==> config.mk <==
export PLATFORM = sky130hd
export DESIGN_NAME = hazard_ctrl
export DESIGN_NICKNAME = d
export VERILOG_FILES = /design/src/rtl/hazard_ctrl.sv
export SDC_FILE = /design/constraint.sdc
export NUM_CORES = 1
export LEC_CHECK = 0
export CAP_MARGIN = 15
export CELL_PAD_IN_SITES_DETAIL_PLACEMENT = 0
export CELL_PAD_IN_SITES_GLOBAL_PLACEMENT = 1
export CORE_UTILIZATION = 36
export DETAILED_ROUTE_END_ITERATION = 16
export PLACE_DENSITY = 0.87
export REMOVE_ABC_BUFFERS = 1
export SYNTH_ARGS = -nofsm -noshare
export SYNTH_HDL_FRONTEND = slang
export SYNTH_SLANG_ARGS = --single-unit
==> constraint.sdc <==
create_clock -name clk -period 3.72 [get_ports clk]
set_input_delay 0.744 -clock clk [delete_from_list [all_inputs] [get_ports clk]]
set_output_delay 0.744 -clock clk [all_outputs]
set_load 0.1 [all_outputs]
==> src/rtl/hazard_ctrl.sv <==
// Stall and D-stage forwarding controller for the 5-stage MIPS core.
// Decodes the D-stage instruction against a shadow E/M pipeline of destination register and Tnew.
module hazard_ctrl #(
   parameter int CNT_W = 32
) (
   input  logic             clk,
   input  logic             reset,
   input  logic [31:0]      instr_D,
   output logic             en_PC,
   output logic             en_D,
   output logic             clr,
   output logic [1:0]       fwd_rs_D,
   output logic [1:0]       fwd_rt_D,
   output logic [CNT_W-1:0] stall_cnt
);

   logic [5:0]       op;
   logic [5:0]       funct;
   logic [4:0]       rs;
   logic [4:0]       rt;
   logic [4:0]       rd;
   logic             unused_bits;

   logic             rs_read;
   logic             rt_read;
   logic [1:0]       rs_tuse;
   logic [1:0]       rt_tuse;
   logic [4:0]       a3_dec;
   logic [1:0]       tnew_dec;

   logic [4:0]       e_a3_reg;
   logic [1:0]       e_tnew_reg;
   logic [4:0]       m_a3_reg;
   logic [1:0]       m_tnew_reg;
   logic [CNT_W-1:0] stall_cnt_reg;

   logic             rs_stall;
   logic             rt_stall;
   logic             stall;

   assign op          = instr_D[31:26];
   assign rs          = instr_D[25:21];
   assign rt          = instr_D[20:16];
   assign rd          = instr_D[15:11];
   assign funct       = instr_D[5:0];
   assign unused_bits = ^instr_D[10:6];

   always_comb begin
      rs_read  = 1'b0;
      rt_read  = 1'b0;
      rs_tuse  = 2'd0;
      rt_tuse  = 2'd0;
      a3_dec   = 5'd0;
      tnew_dec = 2'd0;
      case (op)
         6'b000000: begin
            if (funct == 6'b100001 || funct == 6'b100011) begin
               rs_read  = 1'b1;
               rt_read  = 1'b1;
               rs_tuse  = 2'd1;
               rt_tuse  = 2'd1;
               a3_dec   = rd;
               tnew_dec = 2'd1;
            end else if (funct == 6'b001000) begin
               rs_read = 1'b1;
            end
         end
         6'b001101: begin
            rs_read  = 1'b1;
            rs_tuse  = 2'd1;
            a3_dec   = rt;
            tnew_dec = 2'd1;
         end
         6'b001111: begin
            a3_dec   = rt;
            tnew_dec = 2'd1;
         end
         6'b100011: begin
            rs_read  = 1'b1;
            rs_tuse  = 2'd1;
            a3_dec   = rt;
            tnew_dec = 2'd2;
         end
         6'b101011: begin
            rs_read = 1'b1;
            rt_read = 1'b1;
            rs_tuse = 2'd1;
            rt_tuse = 2'd2;
         end
         6'b000100: begin
            rs_read = 1'b1;
            rt_read = 1'b1;
         end
         6'b000011: begin
            a3_dec   = 5'd31;
            tnew_dec = 2'd0;
         end
         default: ;
      endcase
   end

   // A producer still needing more cycles than the consumer can wait forces a stall.
   assign rs_stall = rs_read && (rs != 5'd0) &&
                     (((rs == e_a3_reg) && (e_tnew_reg > rs_tuse)) ||
                      ((rs == m_a3_reg) && (m_tnew_reg > rs_tuse)));
   assign rt_stall = rt_read && (rt != 5'd0) &&
                     (((rt == e_a3_reg) && (e_tnew_reg > rt_tuse)) ||
                      ((rt == m_a3_reg) && (m_tnew_reg > rt_tuse)));
   assign stall    = rs_stall || rt_stall;

   assign en_PC = !stall;
   assign en_D  = !stall;
   assign clr   = stall;

   function automatic logic [1:0] fwd_sel(input logic [4:0] r,
                                          input logic [4:0] ea3, input logic [1:0] etn,
                                          input logic [4:0] ma3, input logic [1:0] mtn);
      if (r != 5'd0 && r == ea3 && etn == 2'd0)
         return 2'd1;
      else if (r != 5'd0 && r == ma3 && mtn == 2'd0)
         return 2'd2;
      else
         return 2'd0;
   endfunction

   assign fwd_rs_D  = fwd_sel(rs, e_a3_reg, e_tnew_reg, m_a3_reg, m_tnew_reg);
   assign fwd_rt_D  = fwd_sel(rt, e_a3_reg, e_tnew_reg, m_a3_reg, m_tnew_reg);
   assign stall_cnt = stall_cnt_reg;

   always_ff @(posedge clk or negedge reset) begin
      if (!reset) begin
         e_a3_reg      <= 5'd0;
         e_tnew_reg    <= 2'd0;
         m_a3_reg      <= 5'd0;
         m_tnew_reg    <= 2'd0;
         stall_cnt_reg <= '0;
      end else begin
         e_a3_reg   <= stall ? 5'd0 : a3_dec;
         e_tnew_reg <= stall ? 2'd0 : tnew_dec;
         m_a3_reg   <= e_a3_reg;
         m_tnew_reg <= (e_tnew_reg == 2'd0) ? 2'd0 : e_tnew_reg - 2'd1;
         if (stall && stall_cnt_reg != '1)
            stall_cnt_reg <= stall_cnt_reg + CNT_W'(1);
      end
   end

endmodule

Word-level counts from Yosys, hierarchy flattened

Index checks and enable logic that the tools add are counted.

Memories kept: 0
Memory bits (writable): 0
ROM bits: 0
Latch bits: 0
Output and inout port bits: 39
Flip-flop bits (word level): 46

$add $sub $neg: 2
Bitwise logic cells: 0
Eq/ne operators: 14
Shifts and indexed selects: 0
Muxes and demuxes: 18
Div/mod/pow operators: 0
Order comparisons: 4
Reduce and logical (&&, ||, !) cells: 32
$mul: 0

Operator list:

| kind                    | count |
|---|---|
| $add A32 B1 Y32 const B | 1 |
| $ne A32 B32 Y1 const B  | 1 |
| $eq A6 B6 Y1 const B    | 4 |
| $eq A5 B5 Y1            | 4 |
| $eq A6 B4 Y1 const B    | 3 |
| $logic_and A1 B1 Y1     | 17 |
| $pmux W5 S3             | 1 |
| $mux W2                 | 6 |
| $mux W5                 | 2 |
| $reduce_bool A5 Y1      | 2 |
| $gt A2 B2 Y1            | 4 |
| $eq A6 B2 Y1 const B    | 1 |
| $eq A6 B3 Y1 const B    | 1 |
| $logic_not A6 Y1        | 1 |
| $pmux W1 S2             | 3 |
| $pmux W2 S3             | 1 |
| $reduce_or A3 Y1        | 2 |
| $logic_not A2 Y1        | 2 |
| $logic_or A1 B1 Y1      | 4 |
| $mux W1                 | 4 |
| $pmux W2 S2             | 1 |
| $reduce_or A2 Y1        | 2 |
| $reduce_or A4 Y1        | 1 |
| $sub A2 B1 Y2 const B   | 1 |
| $logic_not A1 Y1        | 1 |

Logic depth before layout (Yosys ltp)

Gate-level depths: netlist (run 1).

Depth after elaboration: 10
Gate-level depth with buffers: 13

Worst setup path before layout (run 1)

No wires, ideal clock.

Path type: input -> output
From: in instr_D[24]
To: out fwd_rs_D[1]
Slack: -1.931 ns
Arrival time: 4.907 ns
Path buffers: 0
Cell stages on the path: 5
Path through: xor2_1 -> nor3_1 -> nand4_1 -> nor3_1 -> nor4_1

Word-level cells in the longest chain between the ends: 5
Elaborated cells between the ends (all ways): 9
Those cells by class: 2 x eq/ne; 2 x mux; 5 x reduce/logical

Ends and longest elaborated chain:

| what                                               | RTL line | text |
|---|---|---|
| from (decl)                                        | 8        | `input logic [31:0] instr_D,` |
| $eq A5 B5 Y1 or $reduce_bool A5 Y1 (tied branches) | 120, 118 |  |
| $logic_and A1 B1 Y1 (2 in series)                  | 120      | `else if (r != 5'd0 && r == ma3 && mtn == 2'd0)` |
| $mux W2                                            | 120      |  |
| $mux W2 (*)                                        | 118      | `if (r != 5'd0 && r == ea3 && etn == 2'd0)` |
| to (decl)                                          | 12       | `output logic [1:0] fwd_rs_D,` |

Mark *: on every way between the ends. The rest lies on a longest branch, timed or not.

Worst setup path after layout (run 1)

From: in instr_D[28]
To: out clr

Word-level cells in the longest chain between the ends: 8
Elaborated cells between the ends (all ways): 27
Those cells by class: 4 x order compare; 4 x eq/ne; 4 x mux; 15 x reduce/logical

Ends and longest elaborated chain:

| what                                          | RTL line | text |
|---|---|---|
| $eq A6 B6 Y1 or $eq A6 B4 Y1 (tied branches)  | 55       | `case (op)` |
| $reduce_or A3 Y1 (no line)                    | n/a      |  |
| $pmux W1 S2                                   | 55       |  |
| $gt A2 B2 Y1, on equally long branches        | 104, 105 |  |
| $logic_and A1 B1 Y1, on equally long branches | 104, 105 |  |
| $logic_or A1 B1 Y1                            | 104      | `(((rs == e_a3_reg) && (e_tnew_reg > rs_tuse)) \|\|` |
| $logic_and A1 B1 Y1                           | 103      | `assign rs_stall = rs_read && (rs != 5'd0) &&` |
| $logic_or A1 B1 Y1 (*)                        | 109      | `assign stall = rs_stall \|\| rt_stall;` |
| to (decl)                                     | 11       | `output logic clr,` |

Marked as above.

==> results.toml, run 1 <==
[setup_path]
worst-r2r-cell-count = 10
path_class = "in -> out"
path_cells = "clkdlybuf4s50_1 > and3b_2 > nand3_4 > ha_4 > nor2b_1 > o21ai_1 > nor4_2 > o21bai_2 > o2111ai_4 > buf_6 > buf_12"
critPathMaxFanout = 3
cpMaxStageDelayCell = "clkdlybuf4s50_1"
startpoint_type = "primary input"
end_kind = "output port"
critical_path_required_ns = 2.98
cp_slowest_stage_delay_ns = 0.45
crit_arrival_ns = 2.87

[sta]
skew_ns = 0.00713
slew_headroom_pct = 31.6
hold_violations = 0
fin_crit_ns = 3.62
rsz0062_at_grt = "false"
fmax_ghz = 0.276
worst_pin_slew_ns = 1.03
period_share_pct = 97.2
setup_viol = 0
drv_slew = 0

[global_routing]
grt_pass1_vias = 2367
grt_pass1_wl_um = 10900
grt_usage_pct = 17.7
overflow = 0
grt_max_degree = 47
antenna_found_initial = 0

[pwr]
finalPower_w = 0.000948
power.leakage_nw = 1.53
power.density_nw_per_um2 = 247
vdd_drop_max_v = 0.000166

[route]
num_vias = 2357
postRouteAntennaNets = 0
drc = 0
vias_per_cell = 5.14
post_drt_wl_per_cell_um = 14.3
routed_wl_um = 6580
drt_pass1_iterations = 4
dr.first_iter.drc_count = 39

[layout]
final_util_pct = 53.2
final_cell_mix = "clkdlybuf4s50_1, dfrtp_1, xnor2_1, nand2_1"
largest_reg_flops = 32
final_common_cell = "clkdlybuf4s50_1"
area_delta_synth_final_pct = 43.7
nets = 398
antenna_cells = 0
finalInstanceArea_um2 = 3840
drive_above_1_share_pct = 17.5

[run_status]
status = "completed"

[logic_synthesis]
netlist_instances = 272
syn_area_per_cell_um2 = 9.81
synth_seq_cells = 46
seq_area_frac_synth_pct = 43.1
synth_top_cell_by_area = "dfrtp_1"
synth_top_area_share_pct = 43.1
ys.flop_type = "dfrtp_1"
synth_edf_count = 0
synth_area_leaders = "dfrtp_1, xnor2_1, nand2_1"
ys_types = 41
synthesis.area_um2 = 2670
async_flop_share_pct = 100
synth_warnings = 0

[die]
fp.coreArea_um2 = 7210
io_pins = 73
die-area_um2 = 7760
die_h_um = 88.1
die_width_um = 88.1
start_util_pct = 37.0
rows = 31

[clock_tree]
htree_levels = 2
path_clk_slew_ns = 0.09
postCtsHoldBufs = 0
cts_tree = "built"
cts_made_buffers = 5
cts_num_sinks = 46
cts_max_path_buffers = 2
insertion_delay_ns = 0.30
root_buffer = "clkbuf_8"

[place]
dp_hpwl_um = 4770
placed_area_um2 = 3630
place_congestion = 0.824
portBuffers = 67

[job]
drv_cap = 0

[hold_path]
holdPathStages = 0
hold_class = "reg -> reg"
[repair_timing]
action / 4_1_cts / 5_1_grt
endpoints found under the setup margin: 3 / 3
pin swaps: 6 / 4
buffers inserted: 3 / 1
resized for setup: 12 / 8
[layer usage]
layer	share of wire [%]	track usage [%]
met4	1.5	4.69
met2	50	31.3
met3	4.8	3.86
met1	43	21.9
met5	0	0
[layout make-up]
class / count / area [um^2]
fillers: 680 / 3380
multi-input cells: 214 / 1540
flip-flops and latches: 46 / 1150
repair buffers: 87 / 905
well taps: 99 / 124
clock buffers: 6 / 82.6
inverters: 5 / 21.3
clock inverters: 2 / 16.3
[logic make-up after synthesis]
logic type	after synthesis	synth area share, %
buffers and inverters	12	2.48
XOR/XNOR	51	16.7
AND/OR/NAND/NOR	138	30.3
AO/OA/AOI/OAI	19	4.55
flip-flops	46	43.1
adder cells (fa/ha/maj)	5	2.34
multiplexers	1	0.422
[cell usage after synthesis, types with 3 or more instances]
| cell | count |
|---|---|
| a31oi_1 | 7 |
| and2_1 | 4 |
| and3_1 | 10 |
| buf_4 | 3 |
| dfrtp_1 | 46 |
| ha_1 | 5 |
| inv_1 | 5 |
| nand2_1 | 30 |
| nand3_1 | 13 |
| nand3_2 | 9 |
| nand4_1 | 18 |
| nor2_1 | 16 |
| nor2b_1 | 5 |
| nor3_1 | 10 |
| nor4_1 | 5 |
| o21a_1 | 3 |
| o21ai_0 | 3 |
| or3_1 | 3 |
| xnor2_1 | 45 |
| xor2_1 | 6 |
[worst paths after layout]
path                                       startpoint  slack [ns]                         to
worst max-delay path                      instr_D[28]        0.10                        clr
worst min-delay path            e_a3_reg[1]$_DFF_PN0_        0.44      m_a3_reg[1]$_DFF_PN0_
worst max register to register  m_a3_reg[3]$_DFF_PN0_        1.14   stall_cnt[1]$_DFFE_PN0P_
worst min register to register  e_a3_reg[1]$_DFF_PN0_        0.44      m_a3_reg[1]$_DFF_PN0_
max in group asynchronous                       reset        2.48  stall_cnt[27]$_DFFE_PN0P_
min in group asynchronous                       reset        0.61  stall_cnt[16]$_DFFE_PN0P_
[per-stage QoR]
step           cells  hold WS, ns  setup TNS (ns)  worst slack [ns]
2_1_floorplan    265        0.410          -75.89             -4.10
3_3_place_gp     447        0.419          -0.548            -0.184
3_5_place_dp     447        0.422          -0.689            -0.218
4_1_cts          458        0.444               0           0.00749
5_1_grt          459        0.449               0           0.00163
6_report         459        0.442               0             0.102
[worst max-delay path: cells and delay by family]
kind | cells | cell delay, ns
compound gates | 3 | 0.50
simple gates | 4 | 0.60
buf+inv | 3 | 0.77
fa+ha+maj | 1 | 0.24
[where the power goes]
group	internal [W]	switching, W	leakage, nW
Sequential	0.000503	0.00000340	0.641
Clock	0.000153	0.000184	0.0478
Combinational	0.0000530	0.0000514	0.841
No activity file was read; power rests on OpenSTA's default activity.
==> run 2, diff against run 1 <==
--- a/config.mk
+++ b/config.mk
@@ -12,6 +12,7 @@
 export DETAILED_ROUTE_END_ITERATION = 16
 export PLACE_DENSITY = 0.87
 export REMOVE_ABC_BUFFERS = 1
+export SLEW_MARGIN = 10
 export SYNTH_ARGS = -nofsm -noshare
 export SYNTH_HDL_FRONTEND = slang
 export SYNTH_SLANG_ARGS = --single-unit
==> results of run 2 <==
The final DEF is identical to that of run 1; final timing and power are the same.
